## src/rtl/boot_mem_arbiter_if.sv

```systemverilog
// Bundle between the boot loader/arbiter, the UART receiver, the pipeline and the memory.
// Latency: none, wires only.
// Backpressure: none; rx_valid is a strobe and every strobed byte must be taken.
// Ports:
//   rx_data/rx_valid             : byte stream from the UART receiver
//   cpu_wren/wmask/wdata/addr    : pipeline memory request
//   cpu_rstn                     : pipeline reset, released once the image is loaded
//   mem_wren/wmask/wdata/addr    : muxed memory port
//   busy/err                     : loader status
interface boot_mem_arbiter_if #(
  parameter int ADDR_WIDTH = 11
);
  logic [7:0]            rx_data;
  logic                  rx_valid;
  logic                  cpu_wren;
  logic [3:0]            cpu_wmask;
  logic [31:0]           cpu_wdata;
  logic [ADDR_WIDTH-1:0] cpu_addr;
  logic                  cpu_rstn;
  logic                  mem_wren;
  logic [3:0]            mem_wmask;
  logic [31:0]           mem_wdata;
  logic [ADDR_WIDTH-1:0] mem_addr;
  logic                  busy;
  logic                  err;

  // Environment side: UART, pipeline and memory as seen from outside the arbiter.
  modport master (
    output rx_data, rx_valid, cpu_wren, cpu_wmask, cpu_wdata, cpu_addr,
    input  cpu_rstn, mem_wren, mem_wmask, mem_wdata, mem_addr, busy, err
  );

  // Arbiter side.
  modport slave (
    input  rx_data, rx_valid, cpu_wren, cpu_wmask, cpu_wdata, cpu_addr,
    output cpu_rstn, mem_wren, mem_wmask, mem_wdata, mem_addr, busy, err
  );
endinterface

```

## src/rtl/boot_mem_arbiter.sv

```systemverilog
// UART boot loader that writes an image into instruction memory, then hands the port to the pipeline.
// Latency: 4th byte of a word at edge N -> memory write in cycle N..N+1; RUN passthrough is combinational.
// Backpressure: none; a byte may arrive every cycle and is always accepted (ignored in RUN/ERROR).
// Ports: clk, rstn (synchronous, active-low), bus (slave modport of boot_mem_arbiter_if).
module boot_mem_arbiter #(
  parameter int         ADDR_WIDTH = 11,
  parameter logic [7:0] SYNC_BYTE  = 8'hB5
) (
  input logic               clk,
  input logic               rstn,
  boot_mem_arbiter_if.slave bus
);

  localparam int unsigned DEPTH = 2 ** ADDR_WIDTH;

  typedef enum logic [2:0] {
    S_SYNC, S_LEN_LO, S_LEN_HI, S_DATA, S_RUN, S_ERROR
  } state_t;

  state_t                state;
  logic [15:0]           count;
  // One bit wider than the address so a full-depth image count is representable.
  logic [ADDR_WIDTH:0]   word_idx;
  logic [1:0]            byte_idx;
  logic [23:0]           asm_word;
  logic                  wr_vld;
  logic [ADDR_WIDTH-1:0] wr_addr;
  logic [31:0]           wr_data;
  // Set for the one cycle before entering RUN: either the last word's write
  // cycle or the cycle after an empty-image length. Bytes are dropped meanwhile.
  logic                  finish_q;
  logic                  cpu_rstn_q;

  logic [15:0]           len_full;
  logic [ADDR_WIDTH:0]   word_nxt;

  assign len_full = {bus.rx_data, count[7:0]};
  assign word_nxt = word_idx + {{ADDR_WIDTH{1'b0}}, 1'b1};

  always_ff @(posedge clk) begin
    if (!rstn) begin
      state      <= S_SYNC;
      count      <= '0;
      word_idx   <= '0;
      byte_idx   <= '0;
      asm_word   <= '0;
      wr_vld     <= 1'b0;
      wr_addr    <= '0;
      wr_data    <= '0;
      finish_q   <= 1'b0;
      cpu_rstn_q <= 1'b0;
    end else begin
      wr_vld <= 1'b0;
      if (finish_q) begin
        finish_q   <= 1'b0;
        state      <= S_RUN;
        cpu_rstn_q <= 1'b1;
      end else if (bus.rx_valid) begin
        case (state)
          S_SYNC: begin
            if (bus.rx_data == SYNC_BYTE) state <= S_LEN_LO;
          end
          S_LEN_LO: begin
            count[7:0] <= bus.rx_data;
            state      <= S_LEN_HI;
          end
          S_LEN_HI: begin
            count[15:8] <= bus.rx_data;
            if (len_full == 16'd0) begin
              finish_q <= 1'b1;
            end else if (32'(len_full) > DEPTH) begin
              state <= S_ERROR;
            end else begin
              state    <= S_DATA;
              word_idx <= '0;
              byte_idx <= '0;
            end
          end
          S_DATA: begin
            byte_idx <= byte_idx + 2'd1;
            case (byte_idx)
              2'd0: asm_word[7:0]   <= bus.rx_data;
              2'd1: asm_word[15:8]  <= bus.rx_data;
              2'd2: asm_word[23:16] <= bus.rx_data;
              default: begin
                wr_vld   <= 1'b1;
                wr_data  <= {bus.rx_data, asm_word};
                wr_addr  <= word_idx[ADDR_WIDTH-1:0];
                word_idx <= word_nxt;
                if (32'(word_nxt) == 32'(count)) finish_q <= 1'b1;
              end
            endcase
          end
          default: ;
        endcase
      end
    end
  end

  // The pipeline only sees the port once the state register says RUN, so a
  // loader write and a pipeline access can never share a cycle.
  always_comb begin
    if (state == S_RUN) begin
      bus.mem_wren  = bus.cpu_wren;
      bus.mem_wmask = bus.cpu_wmask;
      bus.mem_wdata = bus.cpu_wdata;
      bus.mem_addr  = bus.cpu_addr;
    end else begin
      bus.mem_wren  = wr_vld;
      bus.mem_wmask = wr_vld ? 4'hF : 4'h0;
      bus.mem_wdata = wr_vld ? wr_data : 32'd0;
      bus.mem_addr  = wr_vld ? wr_addr : '0;
    end
  end

  assign bus.cpu_rstn = cpu_rstn_q;
  assign bus.busy     = (state == S_LEN_LO) || (state == S_LEN_HI) || (state == S_DATA);
  assign bus.err      = (state == S_ERROR);

endmodule

```

## src/flat_wrapper.sv

```systemverilog
// flat-port wrapper written by rule: the top's interface ports become plain ports
module boot_mem_arbiter_flat 
#(
  parameter int         ADDR_WIDTH = 11,
  parameter logic [7:0] SYNC_BYTE  = 8'hB5
)
  (clk, rstn, bus_rx_data, bus_rx_valid, bus_cpu_wren, bus_cpu_wmask, bus_cpu_wdata, bus_cpu_addr, bus_cpu_rstn, bus_mem_wren, bus_mem_wmask, bus_mem_wdata, bus_mem_addr, bus_busy, bus_err);
  boot_mem_arbiter_if #(.ADDR_WIDTH(ADDR_WIDTH)) bus_i ();
  input logic clk;
  input logic rstn;
  input wire logic [$bits(bus_i.rx_data)-1:0] bus_rx_data;
  input wire logic [$bits(bus_i.rx_valid)-1:0] bus_rx_valid;
  input wire logic [$bits(bus_i.cpu_wren)-1:0] bus_cpu_wren;
  input wire logic [$bits(bus_i.cpu_wmask)-1:0] bus_cpu_wmask;
  input wire logic [$bits(bus_i.cpu_wdata)-1:0] bus_cpu_wdata;
  input wire logic [$bits(bus_i.cpu_addr)-1:0] bus_cpu_addr;
  output wire logic [$bits(bus_i.cpu_rstn)-1:0] bus_cpu_rstn;
  output wire logic [$bits(bus_i.mem_wren)-1:0] bus_mem_wren;
  output wire logic [$bits(bus_i.mem_wmask)-1:0] bus_mem_wmask;
  output wire logic [$bits(bus_i.mem_wdata)-1:0] bus_mem_wdata;
  output wire logic [$bits(bus_i.mem_addr)-1:0] bus_mem_addr;
  output wire logic [$bits(bus_i.busy)-1:0] bus_busy;
  output wire logic [$bits(bus_i.err)-1:0] bus_err;
  assign bus_i.rx_data = bus_rx_data;
  assign bus_i.rx_valid = bus_rx_valid;
  assign bus_i.cpu_wren = bus_cpu_wren;
  assign bus_i.cpu_wmask = bus_cpu_wmask;
  assign bus_i.cpu_wdata = bus_cpu_wdata;
  assign bus_i.cpu_addr = bus_cpu_addr;
  assign bus_cpu_rstn = bus_i.cpu_rstn;
  assign bus_mem_wren = bus_i.mem_wren;
  assign bus_mem_wmask = bus_i.mem_wmask;
  assign bus_mem_wdata = bus_i.mem_wdata;
  assign bus_mem_addr = bus_i.mem_addr;
  assign bus_busy = bus_i.busy;
  assign bus_err = bus_i.err;
  boot_mem_arbiter #(.ADDR_WIDTH(ADDR_WIDTH), .SYNC_BYTE(SYNC_BYTE)) u_core (.clk(clk), .rstn(rstn), .bus(bus_i));
endmodule
```

## config.mk

```make
export PLATFORM = sky130hd
export DESIGN_NAME = boot_mem_arbiter_flat
export DESIGN_NICKNAME = d
export VERILOG_FILES = /design/src/rtl/boot_mem_arbiter_if.sv /design/src/rtl/boot_mem_arbiter.sv /design/src/flat_wrapper.sv
export SDC_FILE = /design/constraint.sdc
export NUM_CORES = 1
export LEC_CHECK = 0
export ABC_CLOCK_PERIOD_IN_PS = 2009
export BUFFER_PORTS_ARGS = -buffer_cell sky130_fd_sc_hd__buf_4
export CAP_MARGIN = 20
export CORE_ASPECT_RATIO = 1.4
export CORE_MARGIN = 2
export CORE_UTILIZATION = 45
export CTS_CLUSTER_SIZE = 30
export DETAILED_ROUTE_END_ITERATION = 8
export PLACE_DENSITY_LB_ADDON = 0.08
export REMOVE_ABC_BUFFERS = 1
export SLEW_MARGIN = 20
export SYNTH_ARGS = -nofsm -noshare
export SYNTH_HDL_FRONTEND = slang
export SYNTH_SLANG_ARGS = --single-unit
export TNS_END_PERCENT = 5
```

## constraint.sdc

```tcl
create_clock -name clk -period 2.01 [get_ports clk]
set_input_delay 0.402 -clock clk [delete_from_list [all_inputs] [get_ports clk]]
set_output_delay 0.402 -clock clk [all_outputs]
set_load 0.03 [all_outputs]
```

; ---- Word-level counts from Yosys, hierarchy flattened
; Index checks and enable logic that the tools add are counted.
; W data, S select, Z words.
[totals]
regBits = 103
latch_bits = 0
mem_bits_rw = 0
mem_bits_ro = 0
output_inout_bits = 51
elab_cells = 85
mem_count = 0
[op_classes]
add_sub_neg = 2
mul = 0
div_mod_pow = 0
order_cmp = 1
eq_ne = 15
n_shift = 0
muxes = 25
bitwise = 5
n_reduce_logical = 23
[ops]
columns = cell, n
row1 = $mux W32, 2
row2 = $mux W12, 3
row3 = $pmux W12 S2, 1
row4 = $reduce_and A4 Y1, 6
row5 = $mux W11, 2
row6 = $eq A12 B16 Y1, 1
row7 = $gt A16 B12 Y1 const B, 1
row8 = $logic_not A16 Y1, 1
row9 = $mux W3, 5
row10 = $add A12 B1 Y12 const B, 1
row11 = $pmux W3 S3, 1
row12 = $eq A8 B8 Y1 const B, 1
row13 = $mux W4, 2
row14 = $eq A3 B2 Y1 const B, 2
row15 = $eq A3 B3 Y1 const B, 2
row16 = $ne A2 B2 Y1 const B, 3
row17 = $reduce_and A3 Y1, 2
row18 = $reduce_and A6 Y1, 1
row19 = $reduce_or A3 Y1, 2
row20 = $mux W1, 5
row21 = $not A1 Y1, 5
row22 = $reduce_and A5 Y1, 1
row23 = $mux W2, 2
row24 = $pmux W2 S2, 1
row25 = 16 further kinds, 18

; ---- Logic depth before layout (Yosys ltp)
; Gate-level depths: netlist of the first run.
[depth]
ltp_word = 6
mapped_depth = 8
mapped_depth_nobuf = 6

; ---- Least setup slack after synthesis of the first run
; No wires, ideal clock.
[synth_path]
kind = register to output
startpoint = register u_core.state[2]
endpoint = output port bus_mem_addr[0]
t_arrival_ns = 1.781
required_ns = 1.608
setup_slack_ns = -0.173
stages_incl_launch_ff = 8
n_path_buf = 3
cell_sequence = dfxtp_1 > clkbuf_1 > inv_2 > nor3_1 > clkbuf_1 > clkbuf_1 > nand2_1 > nand2_1
[synth_between]
elab_chain_len = 2
[synth_lines]
columns = element, line_no
row1 = "start, declared", boot_mem_arbiter.sv:20  ; state_t state;
row2 = "start signal, assigned", boot_mem_arbiter.sv:42  ; state <= S_SYNC;
row3 = "start signal, assigned", boot_mem_arbiter.sv:56  ; state <= S_RUN;
row4 = "start signal, assigned", boot_mem_arbiter.sv:61  ; if (bus.rx_data == SYNC_BYTE) state <= S_LEN_LO;
row5 = $eq A3 B3 Y1, boot_mem_arbiter.sv:103  ; if (state == S_RUN) begin
row6 = $mux W11, boot_mem_arbiter.sv:103
row7 = "end, declared", flat_wrapper.sv:21  ; output wire logic [$bits(bus_i.mem_addr)-1:0] bus_mem_addr;
; Every way passes these cells.

; ---- Final worst setup path of the first run
[layout_path]
startpoint = register u_core.state[2]
endpoint = output port bus_mem_wdata[7]
[layout_between]
elab_chain_len = 2
[layout_lines]
columns = element, line_no
row1 = $eq A3 B3 Y1, boot_mem_arbiter.sv:103
row2 = $mux W32, boot_mem_arbiter.sv:103
row3 = "end, declared", flat_wrapper.sv:20  ; output wire logic [$bits(bus_i.mem_wdata)-1:0] bus_mem_wdata;
; Every way passes these cells.

==> results.txt, run 1 <==
The post-synthesis instance area came out at 0.005102 mm². The cell area after placement is 0.006252 mm². From synthesis to final layout, the design area changed by 35.92%. The post-route total power is 3.835 mW. The worst hold path endpoint is u_core.count[12]. The start point of the worst min-delay path is bus_rx_data[4]. Dividing the detail-routed wire length by the instance count gives 15.95 µm.

The most common cell after layout, fill and taps aside is nand2_1. The largest fanout of any net on the critical path came out at 12. At the worst endpoint, the arrival time is 1600 ps. The HPWL after detailed placement came out at 10020 µm.

The per-cell via count in the routed design came out at 5.492. The clock-pin slew reported for the worst setup and hold paths after clock tree synthesis is 70 ps. The die boundary height came out at 130.0 µm.

The placement row count came out at 46. After layout, the worst setup slack is 8.202 ps. The max-cap check violation count is 0.

The count of TritonRoute iterations in the first routing pass is 4. The max-slew violation count is 0. The total number of nets in the final design is 898. Of the total power, combinational logic draws 0.052. The final-report hold violation count is 0. The switching fraction of total power is 0.2232. The number of global-route vias before repair came out at 4794. The worst setup path is captured at an output port.

The worst-case clock buffer depth came out at 2. The final layout contains routed wiring with a total length of 15670 µm. The largest net degree at the start of global routing is 92.

The mean instance size in the synthesized netlist came out at 7.077 µm². The leftover overflow at the end of global routing came out at 0. The class of the most critical hold timing path is primary input to flip-flop. The number of cell instances on the worst register-to-register path is 6. Across the routed clock network, the largest skew measured is 5.432 ps.

The total leakage power came out at 2.771 nW. Hold timing on the final database bottoms out at a slack of 355.6 ps. The clock share of power is 0.416. The sequential element share of the synthesized area is 0.4041.

In the routed design, unresolved DRC markers number 0. The pre-CTS worst setup slack came out at -28.52 ps. The clock period could shrink to 2002 ps. The detailed router placed 5399 vias in this run. The number of enable-type register cells in the synthesized netlist is 0.

The initial core utilization came out at 0.4570. The largest vdd supply drop came out at 458.0 µV. The clock tree synthesis step divided the H-tree into 3 levels. After synthesis, the share of flip-flops with an asynchronous set or reset is 0. The distinct cell type count after synthesis came out at 59. The initial antenna violation count is 0.

The top cell types in the final layout, fill and taps aside, are 220 x nand2_1, 107 x buf_4, 101 x dfxtp_1. The x dimension of the die came out at 94.00 µm. The run finished with clean final reports.

The overall global routing resource usage came out at 0.2357. The violation count after the first detailed-route iteration came out at 244. The congestion estimate from routability-driven global placement came to 0.9268.

Counting the buffers created by CTS gives 9. The number of nets with antenna violations after routing came out at 0. The first global-routing pass estimated 22780 µm of wire. The actual transition at the worst max-transition pin came out at 395.1 ps. Setup slack on the worst reg-to-reg path comes out at 70 ps.

The utilization after layout is 0.6211. After synthesis the netlist holds a flip-flop and latch count of 103. The reg-to-reg critical path endpoint is u_core.word_idx[1]. The worst hold path passes through 3 cells. The top flip-flop cell by instance count after synthesis is dfxtp_1. The post-route cell area came out at 0.006935 mm².

The maximum clock rate is 0.4996 GHz. The count of inserted antenna diode cells is 0. Pin placement for this block handled 110 I/O pins. The power density of the placed cells is 552.9 mW/mm². Setup repair after global routing could not meet its margin everywhere. The portion of total power attributed to sequential cells came out at 0.532. The worst setup path is launched from a flip-flop. The area taken by flip-flops and latches came out at 0.002067 mm².

For the worst-skew pair, the clock arrives at the later sink with an insertion delay of 350 ps. The tightest slew margin relative to the limit is 0.7344. Setup violations remaining at the end of the flow were counted as 0. The launching point of the worst reg2reg path is u_core.count[2].

The total of buffers placed on input and output ports came out at 109. Dividing the final minimum period by the clock period gives 0.9959. The switching power total came out at 0.8561 mW. The number of hold buffers added after cts came out at 0. Fill cells in the final layout number 1074.

Cell internal power was estimated by the tool at 2.979 mW. The cell sitting at the root of the clock tree is a clkbuf_16. The critical path class is flip-flop to output port.

The synthesized instance count came out at 721. The CTS tree is done. The share of layout cells above drive strength 1 came out at 0.2396. The multi-input logic area came out at 0.002808 mm².

The synthesis warning total is 0. The core region is 0.01117 mm². The die area is 0.01222 mm².

The TritonCTS sink count came out at 103. STA puts the critical path data required time at 1610 ps.
==> flip-flops by register name (all words and copies together), names as in the netlist <==
signal               flops
u_core.asm_word         24
u_core.wr_addr          11
u_core.wr_vld            1
u_core.count            16
u_core.finish_q          1
u_core.wr_data          32
u_core.bus.cpu_rstn      1
u_core.word_idx         12
u_core.state             3
u_core.byte_idx          2
==> layout make-up <==
cell class              instances  share of cell area
flip-flops and latches        103              0.2980
clock inverters                 3            0.002887
repair buffers                167              0.2295
clock buffers                  13             0.03464
inverters                       7            0.004149
multi-input cells             546              0.4048
well taps                     144             0.02598
==> kinds of logic after synthesis <==
family / count (synthesis) / synth area share
and+or+nand+nor: 377 / 0.3306
buffers and inverters: 72 / 0.05591
AOI/OAI and AO/OA: 146 / 0.1641
DFF: 103 / 0.4041
xor gates and xnor gates: 9 / 0.01545
muxes: 9 / 0.01766
adders and majority gates: 5 / 0.01226
==> through the flow <==
| stage | std cells | TNS, ps |
|---|---|---|
| detailed placement | 955 | -28.52 |
| floorplan | 656 | -157180 |
| global placement | 955 | 0 |
| global route | 983 | -2411 |
| CTS | 974 | -381.7 |
| finish | 983 | 0 |
==> power by group through the flow <==
| stage | logic, mW | registers (mW) | clock network (mW) |
|---|---|---|---|
| 2_1_floorplan | 0.0380 | 2.09 | 0 |
| 3_3_place_gp | 0.195 | 2.09 | 0 |
| 3_5_place_dp | 0.196 | 2.09 | 0 |
| 4_1_cts | 0.197 | 2.04 | 1.60 |
| 5_1_grt | 0.211 | 2.04 | 1.69 |
| 6_report | 0.200 | 2.04 | 1.60 |
==> worst max-delay path by stage <==
stage | startpoint | cells after the start | slack, ps | end
5_1_grt | u_core.state[2] | 7 | -80 | bus_mem_wdata[17]
2_1_floorplan | u_core.state[2] | 3 | -1830 | bus_mem_wmask[0]
4_1_cts | u_core.state[1] | 7 | -20 | bus_mem_addr[10]
3_5_place_dp | bus_rx_data[4] | 6 | -30 | u_core.word_idx[1]
3_3_place_gp | bus_rx_data[4] | 6 | 5 | u_core.word_idx[1]
6_report | u_core.state[2] | 7 | 8 | bus_mem_wdata[7]
==> worst max-delay path, stage by stage, from the launching register on <==
cell       delay [ps]
dfxtp_4           380
inv_4              50
nor3_4            210
buf_12            180
clkbuf_16         170
nand2_1            50
nand2_1            70
buf_6             130
==> cell usage after synthesis, types with 2 or more instances <==
master,n,area [µm²]
nand2_1,223,837.1
dfxtp_1,103,2062
a21oi_1,87,435.4
nand3_1,73,365.4
clkbuf_1,48,180.2
nor2_1,30,112.6
o21ai_0,14,70.07
buf_1,10,37.54
o21ai_1,10,50.05
mux2i_1,9,90.09
nor3_1,9,45.04
buf_2,6,30.03
nand4_1,6,37.54
xnor2_1,6,52.55
a21o_1,5,37.54
ha_1,5,62.56
nand2b_1,5,31.28
o311ai_1,5,43.79
a31oi_1,4,25.02
inv_1,4,15.01
nor2b_1,4,25.02
a211oi_1,3,22.52
and3_1,3,18.77
inv_2,3,11.26
nor4_1,3,18.77
o31ai_1,3,22.52
xor2_1,3,26.28
and2_1,2,12.51
nand3b_1,2,15.01
o41ai_1,2,17.52
or3_1,2,12.51
or4b_1,2,20.02
==> metal layers <==
metal	global-route usage	up-vias	wire length [µm]
met5	0	-	0
met4	0.1151	0	553
met3	0.02714	40	549
met2	0.4122	136	8102
met1	0.2861	2544	6468
li1	-	2679	-
==> what timing repair did <==
action,CTS,global route
hold endpoints to repair,0,0
cloned,1,4
pin swaps,4,4
resized for setup,41,25
endpoints found under the setup margin,48,59
setup buffers,2,5
No activity file was read; power rests on OpenSTA's default activity.
==> run 2: changes to the inputs <==
--- a/config.mk
+++ b/config.mk
@@ -9,5 +9,5 @@
 export BUFFER_PORTS_ARGS = -buffer_cell sky130_fd_sc_hd__buf_4
 export CAP_MARGIN = 20
-export CORE_ASPECT_RATIO = 1.4
+export CORE_ASPECT_RATIO = 0.5
 export CORE_MARGIN = 2
 export CORE_UTILIZATION = 45
==> constraint.sdc (replaced) <==
create_clock -name clk -period 2.01 [get_ports clk]
set_input_delay 0.201 -clock clk [delete_from_list [all_inputs] [get_ports clk]]
set_output_delay 0.201 -clock clk [all_outputs]
set_load 0.03 [all_outputs]
==> results.txt, run 2 (synthesis results as in run 1) <==
The run finished with clean final reports. The number of nets with antenna violations after routing was 0 (unchanged). In this run the worst setup path terminates at bus_mem_wmask[0]. The critical path starts at u_core.state[1]. The tightest slew margin relative to the limit is 0.6091 (-0.1253). The count of TritonRoute iterations in the first routing pass is 5 (+1). The time the worst path needs with I/O delays and setup came to 1958 ps (-43.50 ps). The largest fanout of any net on the critical path came to 24 (+12). The total number of nets in the final design was 887 (-1.2%). Setup repair after global routing could not meet its margin everywhere. Leaving out fill and tap cells, the most frequent cells in the layout are 223 x nand2_1, 151 x buf_4, 98 x dfxtp_1. The signal on the critical path passes through buf_4, nor3_4, buf_12, buf_8, a21o_1, buf_4. The average wire per standard cell is 14.63 µm (-8.2%).

The initial core utilization is 0.4633 (+0.006334). The final-report hold violation count came out at 0 (unchanged). The filler-free cell count of the finished design is 973 (-1.0%). The number of flip-flops in the largest register came to 32 (unchanged). The number of stages on the worst setup path came out at 6 (-1). The leftover overflow at the end of global routing is 0 (unchanged).

The CTS H-tree depth is 3 (unchanged). The largest vdd supply drop came out at 409.5 µV (-11%). The number of buffer and inverter instances along the worst setup path came out at 4 (unchanged). The count of boundary I/O pins was 110 (unchanged). The die boundary height came out at 79.30 µm (-39%).

The total setup violations reported at the end of the flow is 0 (unchanged). The placement row count came out at 27 (-41%). The worst reg-to-reg setup slack came out at 140 ps (+70 ps).

The share of layout cells above drive strength 1 came out at 0.2319 (-0.007687). Compared with the post-synthesis result, the final layout area differs by 29.16%. The number of buffers inserted during clock tree synthesis is 9 (unchanged). The count of inserted antenna diode cells was 0 (unchanged). The post-detailed-route DRC marker count came to 0 (unchanged). The setup path with the least slack is of type flip-flop to output port.

The clock insertion delay at the later pin of the skew report was 350 ps (about the same). The maximum single-stage delay on the critical path is 350 ps (-30 ps). In the final layout, the registers with the most flip-flops are u_core.wr_data (32), u_core.asm_word (24), u_core.count (16).

The maximum clock rate came to 0.5106 GHz (+2.2%). The register with the most flip-flops in the final layout is u_core.wr_data. Among all stages on the critical path, the largest delay is contributed by dfxtp_1. The critical path arrival is 1760 ps (+160 ps). The library cell used most frequently in the layout, excluding fill and tap cells, is nand2_1. The worst setup path is captured at an output port. The total detailed-routing wirelength was 14240 µm (-9.2%). The type of origin of the critical path is a flip-flop. The per-cell via count in the routed design came out at 5.319 (-3.2%). The placeable core region came out at 0.01101 mm² (-1.4%). The endpoint identified for the worst register-to-register timing path is u_core.word_idx[1]. The number of vias in the routed layout came to 5175 (-4.1%). The number of cell instances on the worst register-to-register path was 5 (-1). The number of global-route vias before repair is 4733 (-1.3%). The tree is rooted in a clkbuf_16.

The utilization after layout is 0.5984 (-0.02275). The actual transition at the worst max-transition pin came to 584.2 ps (+189.1 ps). The total of buffers placed on input and output ports came out at 109 (unchanged). The cell count after placement came out at 954 (-0.10%). The most common cell type on the critical path is buf_4. The clock-pin slew reported for the worst setup and hold paths after clock tree synthesis came out at 70 ps (about the same). The worst register-to-register path begins at u_core.count[4]. TritonCTS built the clock tree. The worst hold slack came out at 187.2 ps (-168.4 ps). In this run the worst hold path is classified as primary input to flip-flop.

The total leakage power was 2.662 nW (-3.9%). The critical path required time is 1810 ps (+200 ps). The power density of the placed cells came to 595.8 mW/mm² (+7.7%). The setup TNS after final layout is 0 ps (unchanged). The worst clock skew came out at 7.773 ps (+2.342 ps). The largest net degree at the start of global routing came out at 49 (-47%). The HPWL after detailed placement is 9442 µm (-5.8%).

The overall global routing resource usage is 0.2302 (-0.005456). The violation count after the first detailed-route iteration is 392 (+61%). The first-pass GRT wire length is 22740 µm (-0.21%). The TritonCTS sink count is 103 (unchanged). The routability congestion estimate is 0.8971 (-3.2%).

The max-cap check violation count came out at 0 (unchanged). Among cell families on the critical path, the largest total delay comes from buffers and inverters. The x dimension of the die is 154.6 µm (+64%). The worst-case clock buffer depth is 2 (unchanged). The initial antenna violation count is 0 (unchanged).

The die area is 0.01226 mm² (+0.33%). The max-slew violation count came out at 0 (unchanged). The final period utilization came to 0.9743 (-0.02164).
## run 2: changes by cell type in the layout (fill, tap and decap cells not counted), sizes merged
cell / delta
inv: +2
clkbuf: -5
clkinv: +2
buf: -9
clkinvlp: -1
## run 2: worst min-delay path by stage
stage | startpoint | endpoint | slack (ps) | depth (start not counted)
2_1_floorplan | rstn | u_core.finish_q | 330 | 2
3_3_place_gp | u_core.asm_word[22] | u_core.wr_data[22] | 440 | 2
3_5_place_dp | u_core.asm_word[1] | u_core.asm_word[1] | 450 | 2
4_1_cts | bus_rx_data[3] | u_core.wr_data[27] | 180 | 3
5_1_grt | bus_rx_data[3] | u_core.asm_word[11] | 180 | 3
6_report | bus_rx_data[3] | u_core.wr_data[27] | 190 | 3
## run 2: through the flow
step	area, µm²	power (mW)	setup slack (ps)
detailed placement	6215	2.276	21.12
floorplan	4843	2.125	-1630
finish	6590	3.926	51.70
CTS	6511	3.959	3.843
global route	6590	4.059	-35.94
global placement	6215	2.274	38.66
## run 2: cell type report
class | count | area, µm²
Sequential cell | 103 | 2068
Timing Repair Buffer | 156 | 1225
Clock buffer | 10 | 239.0
Clock inverter | 6 | 53.80
Inverter | 7 | 26.28
Multi-Input combinational cell | 546 | 2796
Tap cell | 145 | 181.4
Fill cell | 1068 | 4423
## run 2: timing repair
| item | in CTS | in global routing |
|---|---|---|
| gates cloned | 0 | 2 |
| endpoints found under the hold margin | 0 | 0 |
| pin swaps | 1 | 1 |
| setup buffers | 0 | 1 |
| setup endpoints to repair | 48 | 52 |
| hold buffers | 0 | 0 |
| gates resized for setup | 2 | 9 |
## run 2: power breakdown
part,total [mW],switching [mW],internal (mW)
logic,0.191,0.0942,0.0972
registers,2.04,0.000202,2.04
clock network,1.70,0.802,0.894
## run 2: worst min-delay path, delay by kind of cell
kind	cells	cell delay [ps]
AO/OA/AOI/OAI	1	60
buffers and inverters	1	160
AND/OR/NAND/NOR	1	70
## run 2: routing by layer
metal	vias to the layer above	track usage	routed length, µm	share of wire
met5	-	0	0	0
met4	0	0.06574	179	0.013
met3	17	0.04858	847	0.059
met2	172	0.3723	6307	0.44
met1	2333	0.3129	6905	0.48
li1	2653	-	-	-
==> run 3: changes to the inputs <==
Settings changed: CORE_UTILIZATION 45 to 49.
==> results.txt, run 3 (synthesis results as in run 1) <==
The total setup violations reported at the end of the flow is 0 (unchanged). The wire length on met3 is 868 µm (+2.5%). The initial core utilization is 0.5011 (+0.03780). The cell count of the worst hold path is 3 (unchanged).

The largest fanout of any net on the critical path was 28 (+17%). The number of flip-flops in the largest register came out at 32 (unchanged). On the critical path, the stage with the largest delay is an instance of dfxtp_1. The per-cell via count in the routed design is 5.369 (+0.96%).

For hold timing, the worst endpoint is u_core.asm_word[12]. The area added between synthesis and finish came out at 28.45%. The multi-input logic area came out at 0.002796 mm² (unchanged). The critical path class is flip-flop to output port.

The maximum single-stage delay on the critical path came out at 350 ps (about the same). The clock share of power is 0.432 (about the same). The detailed-routed wire length on met2 came out at 6478 µm (+2.7%). The number of nets with antenna violations after routing is 0 (unchanged). The final-report hold violation count came out at 0 (unchanged).

The largest net degree at the start of global routing is 55 (+12%). The worst hold slack came to 165.0 ps (-22.27 ps). The part of the power in combinational logic is 0.049 (about the same).

In the final layout, the registers with the most flip-flops are u_core.wr_data (32), u_core.asm_word (24), u_core.count (16). The worst-case clock buffer depth came out at 2 (unchanged). The largest vdd supply drop is 424.9 µV (+3.7%). The setup TNS after final layout came out at 0 ps (unchanged). The clock insertion delay at the later pin of the skew report is 350 ps (about the same). The worst reg-to-reg setup slack came out at 110 ps (-30 ps).

Routed signal wires occupy layers up through met4. In this run the critical register-to-register path is launched from u_core.count[0]. The worst clock skew is 7.476 ps (-0.2973 ps).

The flow ran to the end, and the final reports show no timing, DRC or antenna violations. The largest delay contributor family on the critical path is buffers and inverters. The max-cap check violation count is 0 (unchanged).

The maximum clock rate came out at 0.5203 GHz (+1.9%). The overall global routing resource usage is 0.2505 (+0.02031). Setup repair after global routing could not meet its margin everywhere. In this design, the critical path's most frequently occurring cell is buf_4. The type of origin of the critical path is a flip-flop. The utilization after layout is 0.6436 (+0.04526).

The total of buffers placed on input and output ports is 109 (unchanged). The total number of nets in the final design came to 888 (+0.11%). The post-route total power is 3.931 mW (+0.13%).

The post-route cell area came to 0.006554 mm² (-0.55%). The average wire per standard cell is 14.44 µm (-1.3%). The CTS H-tree depth was 3 (unchanged). The number of inserted filler cells in the final layout is 981 (-8.1%). The HPWL after detailed placement was 9721 µm (+3.0%). The number of cell instances on the worst register-to-register path is 6 (+1).

The clock-pin slew reported for the worst setup and hold paths after clock tree synthesis came out at 70 ps (about the same). The wire length on met1 is 6434 µm (-6.8%). The start point of the worst min-delay path is bus_rx_data[4]. Walking the worst path, the cells encountered are buf_4, nor3_4, buf_6, a21o_1, buf_4. The CTS tree is done. The class of the most critical hold timing path is primary input to flip-flop.

The placement row count came to 26 (-3.7%). The power density of the placed cells is 599.9 mW/mm² (+0.69%). The leftover overflow at the end of global routing came out at 0 (unchanged). The cell area after placement is 0.006226 mm² (+0.18%). The root buffer cell chosen for the clock tree is clkbuf_16. The number of buffer and inverter instances along the worst setup path is 3 (-1). The TritonCTS sink count is 103 (unchanged). The cell internal power dissipation is 3.031 mW (about the same). The routability congestion estimate is 0.8542 (-4.8%).

The x dimension of the die came out at 148.3 µm (-4.1%). The number of hold buffers added after cts came out at 0 (unchanged). The die boundary height came out at 76.16 µm (-4.0%). The final period utilization came out at 0.9562 (-0.01809).

The die area came out at 0.01129 mm² (-7.9%). STA classifies the critical path endpoint as an output port. The count of boundary I/O pins is 110 (unchanged). The time the worst path needs with I/O delays and setup is 1922 ps (-36.36 ps). The critical path arrival is 1720 ps (-40 ps).

The number of buffers inserted by post-CTS setup repair was 0 (unchanged). The number of buffers inserted during clock tree synthesis is 9 (unchanged). Leaving out fill and tap cells, the most frequent cells in the layout are 222 x nand2_1, 154 x buf_4, 99 x dfxtp_1. The initial antenna violation count is 0 (unchanged). The switching power total is 0.9006 mW (+0.45%). The count of TritonRoute iterations in the first routing pass came out at 5 (unchanged). The total leakage power is 2.663 nW (about the same). The most common cell after layout, fill and taps aside is nand2_1. The portion of total power attributed to sequential cells is 0.519 (about the same). The area taken by flip-flops and latches was 0.002067 mm² (about the same). The post-detailed-route DRC marker count is 0 (unchanged).

The number of vias in the routed layout came out at 5203 (+0.54%). u_core.wr_data holds more flip-flops than any other register. The actual transition at the worst max-transition pin is 546.6 ps (-37.55 ps). The first-pass GRT wire length is 23030 µm (+1.3%). The switching fraction of total power is 0.2291 (+0.0007312).

The reg-to-reg critical path endpoint is u_core.word_idx[1]. The share of layout cells above drive strength 1 came out at 0.2328 (+0.0009266). The total detailed-routing wirelength is 13990 µm (-1.7%). The violation count after the first detailed-route iteration was 258 (-34%). The number of global-route vias before repair came to 4699 (-0.72%).

The critical path required time came out at 1810 ps (about the same). The tightest slew margin relative to the limit is 0.6356 (+0.02648). The max-slew violation count came out at 0 (unchanged). The placeable core region is 0.01018 mm² (-7.5%). The count of inserted antenna diode cells was 0 (unchanged).
==> run 3: power by group through the flow <==
stage | combinational [mW] | clock [mW] | sequential (mW)
6_report | 0.194 | 1.70 | 2.04
5_1_grt | 0.204 | 1.82 | 2.04
4_1_cts | 0.191 | 1.73 | 2.04
3_5_place_dp | 0.191 | 0 | 2.09
3_3_place_gp | 0.189 | 0 | 2.09
2_1_floorplan | 0.0380 | 0 | 2.09
==> run 3: metrics by stage <==
step / setup slack (ps) / cells
4_1_cts: 18.30 / 969
3_5_place_dp: 18.23 / 953
6_report: 88.06 / 969
3_3_place_gp: 70.63 / 953
5_1_grt: -47.38 / 969
2_1_floorplan: -1630 / 656
==> run 3: cell type report <==
class,count,share of cell area
clock buffer,10,0.03646
clock inverter,6,0.007827
inverter,7,0.004009
multi-input combinational,546,0.4267
sequential,103,0.3154
tap,140,0.02673
timing repair buffer,157,0.1829
==> run 3: timing repair <==
| action | CTS | global route |
|---|---|---|
| setup endpoints to repair | 9 | 48 |
| pin swaps | 0 | 1 |
| resized for setup | 3 | 9 |
==> run 3: how the worst max path moves through the flow <==
stage / start / to / cells past startpoint
CTS: u_core.state[0] / bus_mem_wmask[0] / 5
detailed placement: bus_rx_data[4] / u_core.word_idx[1] / 6
global route: u_core.state[0] / bus_mem_wdata[9] / 6
finish: u_core.state[0] / bus_mem_wmask[0] / 5
global placement: bus_rx_data[4] / u_core.word_idx[1] / 6
floorplan: u_core.state[2] / bus_mem_wmask[0] / 3
==> run 3: routing by layer <==
metal	up-vias	global-route usage
li1	2649	-
met1	2394	0.3299
met2	140	0.4204
met3	20	0.05629
met4	0	0.06000
met5	-	0
==> run 3: worst min-delay path, stage by stage <==
cell	delay (ps)
buf_4	140
nand3_1	70
a21oi_1	50
